## src/rtl/fxp_accum_seq.sv

```systemverilog
// fxp_accum_seq: sums len fixed-point terms with a dynamic Q format.
// Ports: start/len job, in_valid/in_ready/in_data operand stream,
//   out_valid/out_ready/out_sum/out_qi/out_qf result, busy status.
// Option FXP_ALIGN_SAT_EN: clamp lossy alignment shifts, add sat_flag.
module fxp_accum_seq #(
   parameter int WORD_SIZE = 16,
   parameter int LEN_W     = 8,
   parameter int QI_IN     = 4,
   parameter int QF_IN     = 12
) (
   input  logic                 clk,
   input  logic                 rst_n,
   input  logic                 start,
   input  logic [LEN_W-1:0]     len,
   input  logic                 in_valid,
   input  logic [WORD_SIZE-1:0] in_data,
   output logic                 in_ready,
   output logic                 busy,
   output logic                 out_valid,
   input  logic                 out_ready,
   output logic [WORD_SIZE-1:0] out_sum,
   output logic [3:0]           out_qi,
   output logic [3:0]           out_qf
`ifdef FXP_ALIGN_SAT_EN
   ,
   output logic                 sat_flag
`endif
);

   localparam int W = WORD_SIZE;

   typedef enum logic [2:0] {
      S_IDLE,
      S_WAIT,
      S_ALIGN,
      S_ADD,
      S_DONE
   } state_t;

   state_t           state_q, state_d;
   logic [W-1:0]     acc_q, acc_d;
   logic [W-1:0]     op_q, op_d;
   logic [LEN_W-1:0] cnt_q, cnt_d;
   logic [LEN_W-1:0] len_q, len_d;
   logic [3:0]       qi_q, qi_d;
   logic [3:0]       qf_q, qf_d;
`ifdef FXP_ALIGN_SAT_EN
   logic             sat_q, sat_d;
`endif

   logic [LEN_W-1:0] cnt_inc;
   logic signed [5:0] d;
   logic [4:0]       sh_r;
   logic [4:0]       sh_l;
   logic [W-1:0]     op_r;
   logic [W-1:0]     op_l;
   logic [W-1:0]     op_back;
`ifdef FXP_ALIGN_SAT_EN
   logic             lost;
   logic [W-1:0]     sat_val;
`endif
   logic [W-1:0]     sum_t;
   logic [W-1:0]     acc_h;
   logic [W-1:0]     op_h;
   logic             ovf;

   assign cnt_inc = cnt_q + LEN_W'(1);

   // Alignment distance from operand format to accumulator format.
   assign d    = $signed(6'(QF_IN)) - $signed({2'b00, qf_q});
   assign sh_r = d[4:0];
   assign sh_l = 5'(-d);

   assign op_r    = $signed(op_q) >>> sh_r;
   assign op_l    = op_q << sh_l;
   // Shifting back exposes any significant bits lost off the top.
   assign op_back = $signed(op_l) >>> sh_l;

`ifdef FXP_ALIGN_SAT_EN
   assign lost    = (op_back != op_q);
   assign sat_val = op_q[W-1] ? {1'b1, {(W-1){1'b0}}}
                              : {1'b0, {(W-1){1'b1}}};
`endif

   assign sum_t = acc_q + op_q;
   assign acc_h = $signed(acc_q) >>> 1;
   assign op_h  = $signed(op_q) >>> 1;
   assign ovf   = (acc_q[W-1] == op_q[W-1]) &&
                  (sum_t[W-1] != acc_q[W-1]);

   always_comb begin
      state_d = state_q;
      acc_d   = acc_q;
      op_d    = op_q;
      cnt_d   = cnt_q;
      len_d   = len_q;
      qi_d    = qi_q;
      qf_d    = qf_q;
`ifdef FXP_ALIGN_SAT_EN
      sat_d   = sat_q;
`endif
      unique case (state_q)
         S_IDLE: begin
            if (start) begin
               len_d = len;
               cnt_d = '0;
               acc_d = '0;
               qi_d  = 4'(QI_IN);
               qf_d  = 4'(QF_IN);
`ifdef FXP_ALIGN_SAT_EN
               sat_d = 1'b0;
`endif
               state_d = (len == '0) ? S_DONE : S_WAIT;
            end
         end
         S_WAIT: begin
            if (in_valid) begin
               if (cnt_q == '0) begin
                  acc_d   = in_data;
                  cnt_d   = LEN_W'(1);
                  state_d = (len_q == LEN_W'(1)) ? S_DONE : S_WAIT;
               end else begin
                  op_d    = in_data;
                  state_d = S_ALIGN;
               end
            end
         end
         S_ALIGN: begin
            if (d > 0) begin
               op_d = op_r;
            end else if (d < 0) begin
               op_d = op_l;
`ifdef FXP_ALIGN_SAT_EN
               if (lost) begin
                  op_d  = sat_val;
                  sat_d = 1'b1;
               end
`endif
            end
            state_d = S_ADD;
         end
         S_ADD: begin
            if (ovf) begin
               acc_d = acc_h + op_h;
               qi_d  = qi_q + 4'd1;
               qf_d  = qf_q - 4'd1;
            end else if ((sum_t[W-1] == sum_t[W-2]) &&
                         (qi_q != 4'd1)) begin
               // Redundant sign bit: trade an integer bit for precision.
               acc_d = sum_t << 1;
               qi_d  = qi_q - 4'd1;
               qf_d  = qf_q + 4'd1;
            end else begin
               acc_d = sum_t;
            end
            cnt_d   = cnt_inc;
            state_d = (cnt_inc == len_q) ? S_DONE : S_WAIT;
         end
         S_DONE: begin
            if (out_ready) state_d = S_IDLE;
         end
         default: state_d = S_IDLE;
      endcase
   end

   always_ff @(posedge clk or negedge rst_n) begin
      if (!rst_n) begin
         state_q <= S_IDLE;
         acc_q   <= '0;
         op_q    <= '0;
         cnt_q   <= '0;
         len_q   <= '0;
         qi_q    <= 4'(QI_IN);
         qf_q    <= 4'(QF_IN);
`ifdef FXP_ALIGN_SAT_EN
         sat_q   <= 1'b0;
`endif
      end else begin
         state_q <= state_d;
         acc_q   <= acc_d;
         op_q    <= op_d;
         cnt_q   <= cnt_d;
         len_q   <= len_d;
         qi_q    <= qi_d;
         qf_q    <= qf_d;
`ifdef FXP_ALIGN_SAT_EN
         sat_q   <= sat_d;
`endif
      end
   end

   assign in_ready  = (state_q == S_WAIT);
   assign busy      = (state_q != S_IDLE);
   assign out_valid = (state_q == S_DONE);
   assign out_sum   = acc_q;
   assign out_qi    = qi_q;
   assign out_qf    = qf_q;
`ifdef FXP_ALIGN_SAT_EN
   assign sat_flag  = sat_q;
`endif

endmodule

```

## config.mk

```make
export PLATFORM = sky130hd
export DESIGN_NAME = fxp_accum_seq
export DESIGN_NICKNAME = d
export VERILOG_FILES = /design/src/rtl/fxp_accum_seq.sv
export SDC_FILE = /design/constraint.sdc
export NUM_CORES = 1
export LEC_CHECK = 0
export CORE_ASPECT_RATIO = 0.9
export CORE_UTILIZATION = 54
export CTS_BUF_LIST = sky130_fd_sc_hd__clkbuf_16
export DETAILED_ROUTE_END_ITERATION = 10
export GPL_TIMING_DRIVEN = 0
export PLACE_DENSITY_LB_ADDON = 0.2
export SETUP_SLACK_MARGIN = 0.4
export SLEW_MARGIN = 20
export SYNTH_ARGS = -nofsm -noshare
export SYNTH_HDL_FRONTEND = slang
export SYNTH_SLANG_ARGS = --single-unit
```

## constraint.sdc

```tcl
create_clock -name clk -period 3.52 [get_ports clk]
set_input_delay 0.88 -clock clk [delete_from_list [all_inputs] [get_ports clk]]
set_output_delay 0.88 -clock clk [all_outputs]
set_load 0.005 [all_outputs]
```

==> impl_metrics.ini, run 1 <==
[outcome]
status = completed

[setup_path]
ff2ff_path_depth = 12
arrival_ns = 3.63
worstPathRequired_ns = 3.72
cp_max_fo = 9
end_kind = register
crit_type = reg2reg
start_kind = register

[detailed_routing]
routed_wl_um = 22700
drt_iter0_drc = 865
wl_per_cell_um = 22.7
drc = 0
ant_nets = 0
via_count = 6665
drt_first_pass_iters = 5
via_per_inst = 6.69

[logic_synthesis]
yosysSeqAreaShare_pct = 24.8
async_reset_ff_share_pct = 100
synth_seq_cells = 59
yosys-top-cells-area = dfrtp_1 24%, o21ai_0 7.1%, mux2i_1 5.5%, nand2_1 5.5%, ha_1 5.5%
syn_avg_cell_area_sq_um = 7.93
synthesis.area_sq_um = 5960
synth_flop_cell = dfrtp_1
synth.top_cell.area_share_pct = 23.5
yosys.cell_types.count = 72
post-synth-top-area-cell = dfrtp_1
synth_nets = 809
syn_inst = 752
synth-edff-count = 0
yosysWarnings = 0

[clocking]
cts_buffers = 9
cts_tree = yes
ctsHoldBuffers = 0
root_buffer = clkbuf_16
h-tree-depth = 3
cts_buffer_depth = 2
clk_latency_ns = 0.34
cts.sinks = 59
path_clk_slew_ns = 0.06

[sta]
fin_tns_setup_ns = 0
final.min_clock_period_ns = 3.43
hold_slack_ns = 0.400
worst_pin_slew_ns = 0.623
setup_viol = 0
rsz0062_at_grt = yes
final.setup_skew_ns = 0.00972
fmax_mhz = 292
relSlewSlack_pct = 58.4
finalWorstSetupSlack_ns = 0.0946
period_share_pct = 97.3
finalHoldViolCount = 0
maxSlewViolCount = 0

[final_layout]
syn_to_final_growth_pct = 29.4
drive_above_1_share_pct = 21.3
fill_cells = 807
seq_area_sq_um = 1490
multiInputGateArea_sq_um = 4510
n_antenna_cell = 0
fin_nets = 915
post-route-util_pct = 71.7

[floorplanning]
core_sq_um = 10800
start_util_pct = 55.4
die_w_um = 113
io_pins = 56
die_area_sq_um = 11500
rows = 36
die_y_um = 102

[placed_design]
dpl_worst_slack_ns = -0.452
hpwl_um = 16100
gp_congestion = 1.04
place.port_buffers = 55

[flow_run]
maxCapViolCount = 0

[grt]
grt_max_degree = 47
overflow = 0
grt_pass1_vias = 6168
grt_pass1_wl_um = 34500
antenna_found_initial = 0
grt_use_total_pct = 40.0

[min_path]
hold_class = in2async
==> kinds of logic (layout without fill, tap and decap cells) <==
family | Yosys count | after routing | synth area share [%]
buffers and inverters | 71 | 181 | 5.06
adders and majority gates | 29 | 29 | 6.30
AOI/OAI and AO/OA | 240 | 240 | 25.8
muxes | 59 | 59 | 11.1
xor gates and xnor gates | 47 | 48 | 7.28
and+or+nand+nor | 247 | 247 | 19.7
DFF | 59 | 59 | 24.8
==> what timing repair did <==
action                                  in CTS  in global routing
pin swaps                                   15                 10
resized for setup                           62                 54
cloned                                       1                  0
endpoints found under the setup margin      41                 44
setup buffers                               25                 13
==> through the flow <==
step / cell area [sq um] / cells
after floorplan: 5990 / 752
after global placement: 6710 / 940
after detailed placement: 6730 / 941
after CTS: 7420 / 983
after global routing: 7710 / 996
final: 7710 / 996
==> final cells by class <==
class                           count  area share, %
Buffer                             49           3.80
Clock inverter                      7          0.584
Sequential cell                    59           19.3
Multi-Input combinational cell    623           58.4
Timing Repair Buffer               94           11.6
Clock buffer                        9           2.92
Tap cell                          133           2.16
Inverter                           22           1.15
==> registers in the layout, indices dropped and copies added (netlist names) <==
register	count
cnt_q	8
out_qf	4
len_q	8
out_sum	16
state_q	3
op_q	16
out_qi	4
==> layout by cell type, fill, tap and decap left out, types with 10 or more instances in the layout <==
| cell type | count |
|---|---|
| ha_1 | 21 |
| o21ai_1 | 10 |
| and2_1 | 10 |
| dfrtp_2 | 10 |
| nand3_1 | 31 |
| mux2_2 | 20 |
| buf_4 | 33 |
| nand2_1 | 86 |
| a221oi_1 | 13 |
| o211ai_1 | 13 |
| and3_1 | 11 |
| clkdlybuf4s50_1 | 54 |
| dfrtp_1 | 46 |
| xor2_1 | 22 |
| inv_1 | 20 |
| xnor2_1 | 19 |
| o21ai_0 | 75 |
| buf_6 | 10 |
| clkbuf_1 | 21 |
| mux2i_1 | 24 |
| nor2_1 | 51 |
| a21oi_1 | 45 |
==> layer usage <==
metal	part of all wire (%)	track usage, %	wire (um)	up-vias
li1	-	-	-	2986
met1	41	55.7	9290	3189
met2	44	61.3	10000	421
met3	11	7.78	2440	69
met4	3.9	16.0	892	0
met5	0	0	0	-
==> worst max-delay path, stage by stage, from the launching register on <==
cell and delay, ns:
dfrtp_1 0.47, ha_1 0.33, buf_6 0.15, and3_4 0.17, a211o_1 0.34, buf_4 0.18
a22oi_2 0.19, o221a_4 0.22, xnor3_2 0.29, nor2_8 0.14, mux2_4 0.31, a222oi_1 0.39
o21ai_1 0.10
==> cells in the mapped netlist, drive strengths merged (13+ instances only) <==
master,instances
a21oi,52
a221oi,14
and3,13
buf,15
clkbuf,34
dfrtp,56
ha,26
inv,21
mux2,23
mux2i,33
nand2,87
nand3,31
nor2,56
o211ai,13
o21ai,90
xnor2,23
xor2,23
==> final timing paths <==
| kind | from | end | slack, ns |
|---|---|---|---|
| setup / recovery | op_q[4]$_DFFE_PN0P_ | out_sum[4]$_DFFE_PN0P_ | 0.09 |
| hold / removal | rst_n | state_q[2]$_DFFE_PN0P_ | 0.40 |
| setup reg to reg | op_q[4]$_DFFE_PN0P_ | out_sum[4]$_DFFE_PN0P_ | 0.09 |
| hold reg to reg | op_q[5]$_DFFE_PN0P_ | op_q[5]$_DFFE_PN0P_ | 0.55 |
| max in group asynchronous | rst_n | out_qf[3]$_DFFE_PN1P_ | 2.56 |
| min in group clk | op_q[5]$_DFFE_PN0P_ | op_q[5]$_DFFE_PN0P_ | 0.55 |
Power of run 1 is left out: the tool's default activity adds up to more than one toggle a clock period on the data nets, which glitch-free logic cannot reach.
==> run 2, diff against run 1 <==
SETUP_SLACK_MARGIN = 0.05   (was 0.4)
==> run 2 against run 1 <==
Die area is the same. Count of clock-buffer cells in the layout unchanged. Maximum frequency grew 0.76%. First-iteration DRC count grew 9.4%. Wire length shrank 2.6%. Register-to-register slack improved by 0.03 ns.
==> impl_metrics.ini, run 2 (synthesis results as in run 1) <==
[outcome]
status = completed

[final_layout]
final_common_cell = nand2_1
syn_to_final_growth_pct = 22.5
final_area_sq_um = 7300
n_antenna_cell = 0
mostFrequentLayoutCells = 87 x nand2_1, 82 x o21ai_0, 54 x clkdlybuf4s50_1
drive_above_1_share_pct = 15.3
fin_nets = 895
finalNonFillerCells = 976
fill_cells = 891

[sta]
rsz0062_at_grt = no
setup_viol = 0
maxSlewViolCount = 0
worst_pin_slew_ns = 0.683
relSlewSlack_pct = 54.5
final.setup_skew_ns = 0.00667
fin_tns_setup_ns = 0
period_share_pct = 96.6
fmax_mhz = 294
finalHoldViolCount = 0
final.min_clock_period_ns = 3.40

[detailed_routing]
drt_first_pass_iters = 6
ant_nets = 0
via_count = 6483
drt_iter0_drc = 946
wl_per_cell_um = 22.6
routed_wl_um = 22100
drc = 0
via_per_inst = 6.64

[grt]
overflow = 0
antenna_found_initial = 0
grt_pass1_wl_um = 33600
grt_use_total_pct = 39.1
grtUsageMet2_pct = 59.3
grt_pass1_vias = 6057
gr-usage-met3_pct = 8.20
grt_max_degree = 39
grt_use_met1_pct = 51.8
top_usage_layer = met2

[setup_path]
start_kind = register
worstPathRequired_ns = 3.72
arrival_ns = 3.60
crit_type = reg2reg
cp_max_fo = 4
end_kind = register

[clocking]
cts_buffers = 9
clk_latency_ns = 0.34
cts_tree = yes
cts_buffer_depth = 2
path_clk_slew_ns = 0.06
h-tree-depth = 3
ctsHoldBuffers = 0
root_buffer = clkbuf_16
cts.sinks = 59

[floorplanning]
die_area_sq_um = 11500
io_pins = 56
die_w_um = 113
core_sq_um = 10800
start_util_pct = 55.4
die_y_um = 102
rows = 36

[min_path]
hold_class = in2async

[placed_design]
place.port_buffers = 55
gp_congestion = 1.02
hpwl_um = 16100
dp_cells = 941
dpl-instance-area_sq_um = 6700

[flow_run]
maxCapViolCount = 0
[run 2: cell type report]
type | count | area, sq um | share of cell area [%]
buffer | 48 | 235 | 3.22
clock buffer | 9 | 225 | 3.08
clock inverter | 7 | 45.0 | 0.617
inverter | 22 | 82.6 | 1.13
multi-input combinational | 622 | 4330 | 59.2
sequential | 59 | 1490 | 20.3
tap | 133 | 166 | 2.28
timing repair buffer | 76 | 738 | 10.1
[run 2: path summary, 6_finish.rpt]
path / from / cells past startpoint / to / slack, ns
worst max-delay path: out_sum[0]$_DFFE_PN0P_ / 11 / out_sum[4]$_DFFE_PN0P_ / 0.12
worst min-delay path: rst_n / 1 / out_sum[5]$_DFFE_PN0P_ / 0.45
worst max register to register: out_sum[0]$_DFFE_PN0P_ / 11 / out_sum[4]$_DFFE_PN0P_ / 0.12
worst min register to register: out_sum[14]$_DFFE_PN0P_ / 2 / out_sum[14]$_DFFE_PN0P_ / 0.54
max in group asynchronous: rst_n / 2 / out_qi[2]$_DFFE_PN1P_ / 2.49
min in group clk: out_sum[14]$_DFFE_PN0P_ / 2 / out_sum[14]$_DFFE_PN0P_ / 0.54
[run 2: timing repair]
action	4_1_cts	5_1_grt
endpoints found under the setup margin	37	35
resized for setup	23	27
buffers inserted	10	10
pin swaps	4	8
[run 2: worst max-delay path, stage by stage, from the launching register on]
cell and delay (ns):
dfrtp_1 0.39, ha_1 0.24, fa_2 0.37, a21o_1 0.19
a211o_1 0.32, a221o_1 0.36, o221a_4 0.26, xnor3_2 0.27
nor2_8 0.15, mux2_4 0.31, a222oi_1 0.31, o21ai_1 0.09
[run 2: through the flow]
stage | setup slack, ns | utilization, % | hold slack, ns
2_1_floorplan | 0.0707 | - | 0.504
5_1_grt | 0.0412 | 67.9 | 0.465
4_1_cts | 0.0687 | 66.1 | 0.463
3_3_place_gp | -0.654 | 62.0 | 0.526
6_report | 0.120 | 67.9 | 0.450
3_5_place_dp | -0.678 | 62.2 | 0.521
[run 2: per-layer routing]
metal  part of all wire (%)  up-vias  routed length, um
met5                      0        -                  0
met4                    5.6        0               1230
met3                    8.6       79               1910
met2                     44      400               9740
met1                     42     3066               9200
li1                       -     2938                  -
Power of run 2 is left out for the same reason.
==> run 3, diff against run 2 <==
CORE_UTILIZATION = 35   (was 54)
PLACE_DENSITY_LB_ADDON = not set   (was 0.2)
SKIP_CTS_REPAIR_TIMING = 1   (was not set)
==> run 3 against run 2 <==
Worst hold slack lost 0.036 ns. Count of clock-buffer cells in the layout unchanged. Largest cell class unchanged. Sequential share of layout area shrank 0.28 points. Die area up 53%. Global-route usage shrank 15 points. Highest routed layer unchanged.
==> impl_metrics.ini, run 3 (synthesis results as in run 1) <==
[final_layout]
post-route-util_pct = 45.1
syn_to_final_growth_pct = 24.2
fin_nets = 900
drive_above_1_share_pct = 15.0
n_antenna_cell = 0
final_common_cell = nand2_1
mostFrequentLayoutCells = 87 x nand2_1, 83 x o21ai_0, 54 x clkdlybuf4s50_1

[sta]
maxSlewViolCount = 0
relSlewSlack_pct = 54.1
setup_viol = 0
finalHoldViolCount = 0
period_share_pct = 98.4
worst_pin_slew_ns = 0.688
fmax_mhz = 289
final.setup_skew_ns = 0.00889
final.min_clock_period_ns = 3.46
rsz0062_at_grt = yes
finalWorstSetupSlack_ns = 0.0568

[detailed_routing]
ant_nets = 0
drc = 0
drt_iter0_drc = 647
via_count = 6281
routed_wl_um = 21200
drt_first_pass_iters = 5
wl_per_cell_um = 20.1
via_per_inst = 5.95

[placed_design]
dpl_worst_slack_ns = -0.569
hpwl_um = 15900
gp_congestion = 0.997
place.port_buffers = 55

[grt]
grt_pass1_vias = 5622
overflow = 0
grt_use_total_pct = 24.0
antenna_found_initial = 0
grt_pass1_wl_um = 32700
grt_max_degree = 46

[clocking]
cts_buffers = 9
path_clk_slew_ns = 0.05
h-tree-depth = 3
clk_latency_ns = 0.33
root_buffer = clkbuf_16
cts_tree = yes
cts_buffer_depth = 2
cts.sinks = 59

[min_path]
hold_class = in2async

[setup_path]
max_stage_delay_ns = 0.58
arrival_ns = 3.65
cp_max_fo = 8
worstPathRequired_ns = 3.71
end_kind = register
crit_type = reg2reg
cp_slowest_cell = dfrtp_1
start_kind = register
path_cells = ha_1 > buf_2 > a21oi_1 > o21ai_0 > or2_2 > o221a_4 > xnor3_2 > nor2_8 > mux2_4 > a222oi_1 > o21ai_1

[floorplanning]
die_w_um = 140
core_sq_um = 16400
die_area_sq_um = 17600
rows = 44
die_y_um = 126
start_util_pct = 36.3
io_pins = 56

[outcome]
status = completed

[flow_run]
maxCapViolCount = 0
## run 3: changes by cell type in the layout (fill, tap and decap cells not counted), sizes merged
cell / previous run / this run
bufinv: 0 / 1
buf: 34 / 41
clkbuf: 45 / 43
inv: 23 / 22
## run 3: routing by layer
metal / vias up / global-route usage, % / wire length [um]
li1: 2951 / - / -
met1: 3002 / 36.2 / 10000
met2: 298 / 35.0 / 9230
met3: 30 / 3.12 / 1460
met4: 0 / 7.89 / 477
met5: - / 0 / 0
## run 3: path summary, 6_finish.rpt
check,to,from,slack (ns),depth (start not counted)
max in group asynchronous,out_qf[3]$_DFFE_PN1P_,rst_n,2.55,2
min,len_q[7]$_DFFE_PN0P_,rst_n,0.41,1
min reg2reg,out_sum[14]$_DFFE_PN0P_,out_sum[14]$_DFFE_PN0P_,0.55,2
max reg2reg,out_sum[4]$_DFFE_PN0P_,op_q[11]$_DFFE_PN0P_,0.06,11
min in group clk,out_sum[14]$_DFFE_PN0P_,out_sum[14]$_DFFE_PN0P_,0.55,2
max,out_sum[4]$_DFFE_PN0P_,op_q[11]$_DFFE_PN0P_,0.06,11
## run 3: stage by stage
step                cells  setup TNS [ns]  instance area [sq um]  hold WS, ns
floorplan             752               0                   5960        0.504
global placement     1014          -40.46                   6770        0.542
detailed placement   1015          -10.73                   6800        0.525
CTS                  1031          -12.05                   7080        0.411
global route         1055         -0.0340                   7410        0.420
finish               1055               0                   7410        0.414
## run 3: final cells by class
type,count,area [sq um]
Fill cell,1638,9000
Multi-Input combinational cell,622,4290
Sequential cell,59,1490
Timing Repair Buffer,81,776
Tap cell,207,259
Clock buffer,9,225
Buffer,48,225
Inverter,22,82.6
Clock inverter,7,60.1
## run 3: worst max-delay path, delay by kind of cell, from the launching register on
| family | cells | cell delay [ns] |
|---|---|---|
| compound gates | 5 | 1.16 |
| xor+xnor | 1 | 0.28 |
| fa+ha+maj | 1 | 0.30 |
| buf+inv | 1 | 0.17 |
| flops | 1 | 0.58 |
| mux | 1 | 0.31 |
| simple gates | 2 | 0.52 |
Power of run 3 is left out for the same reason.
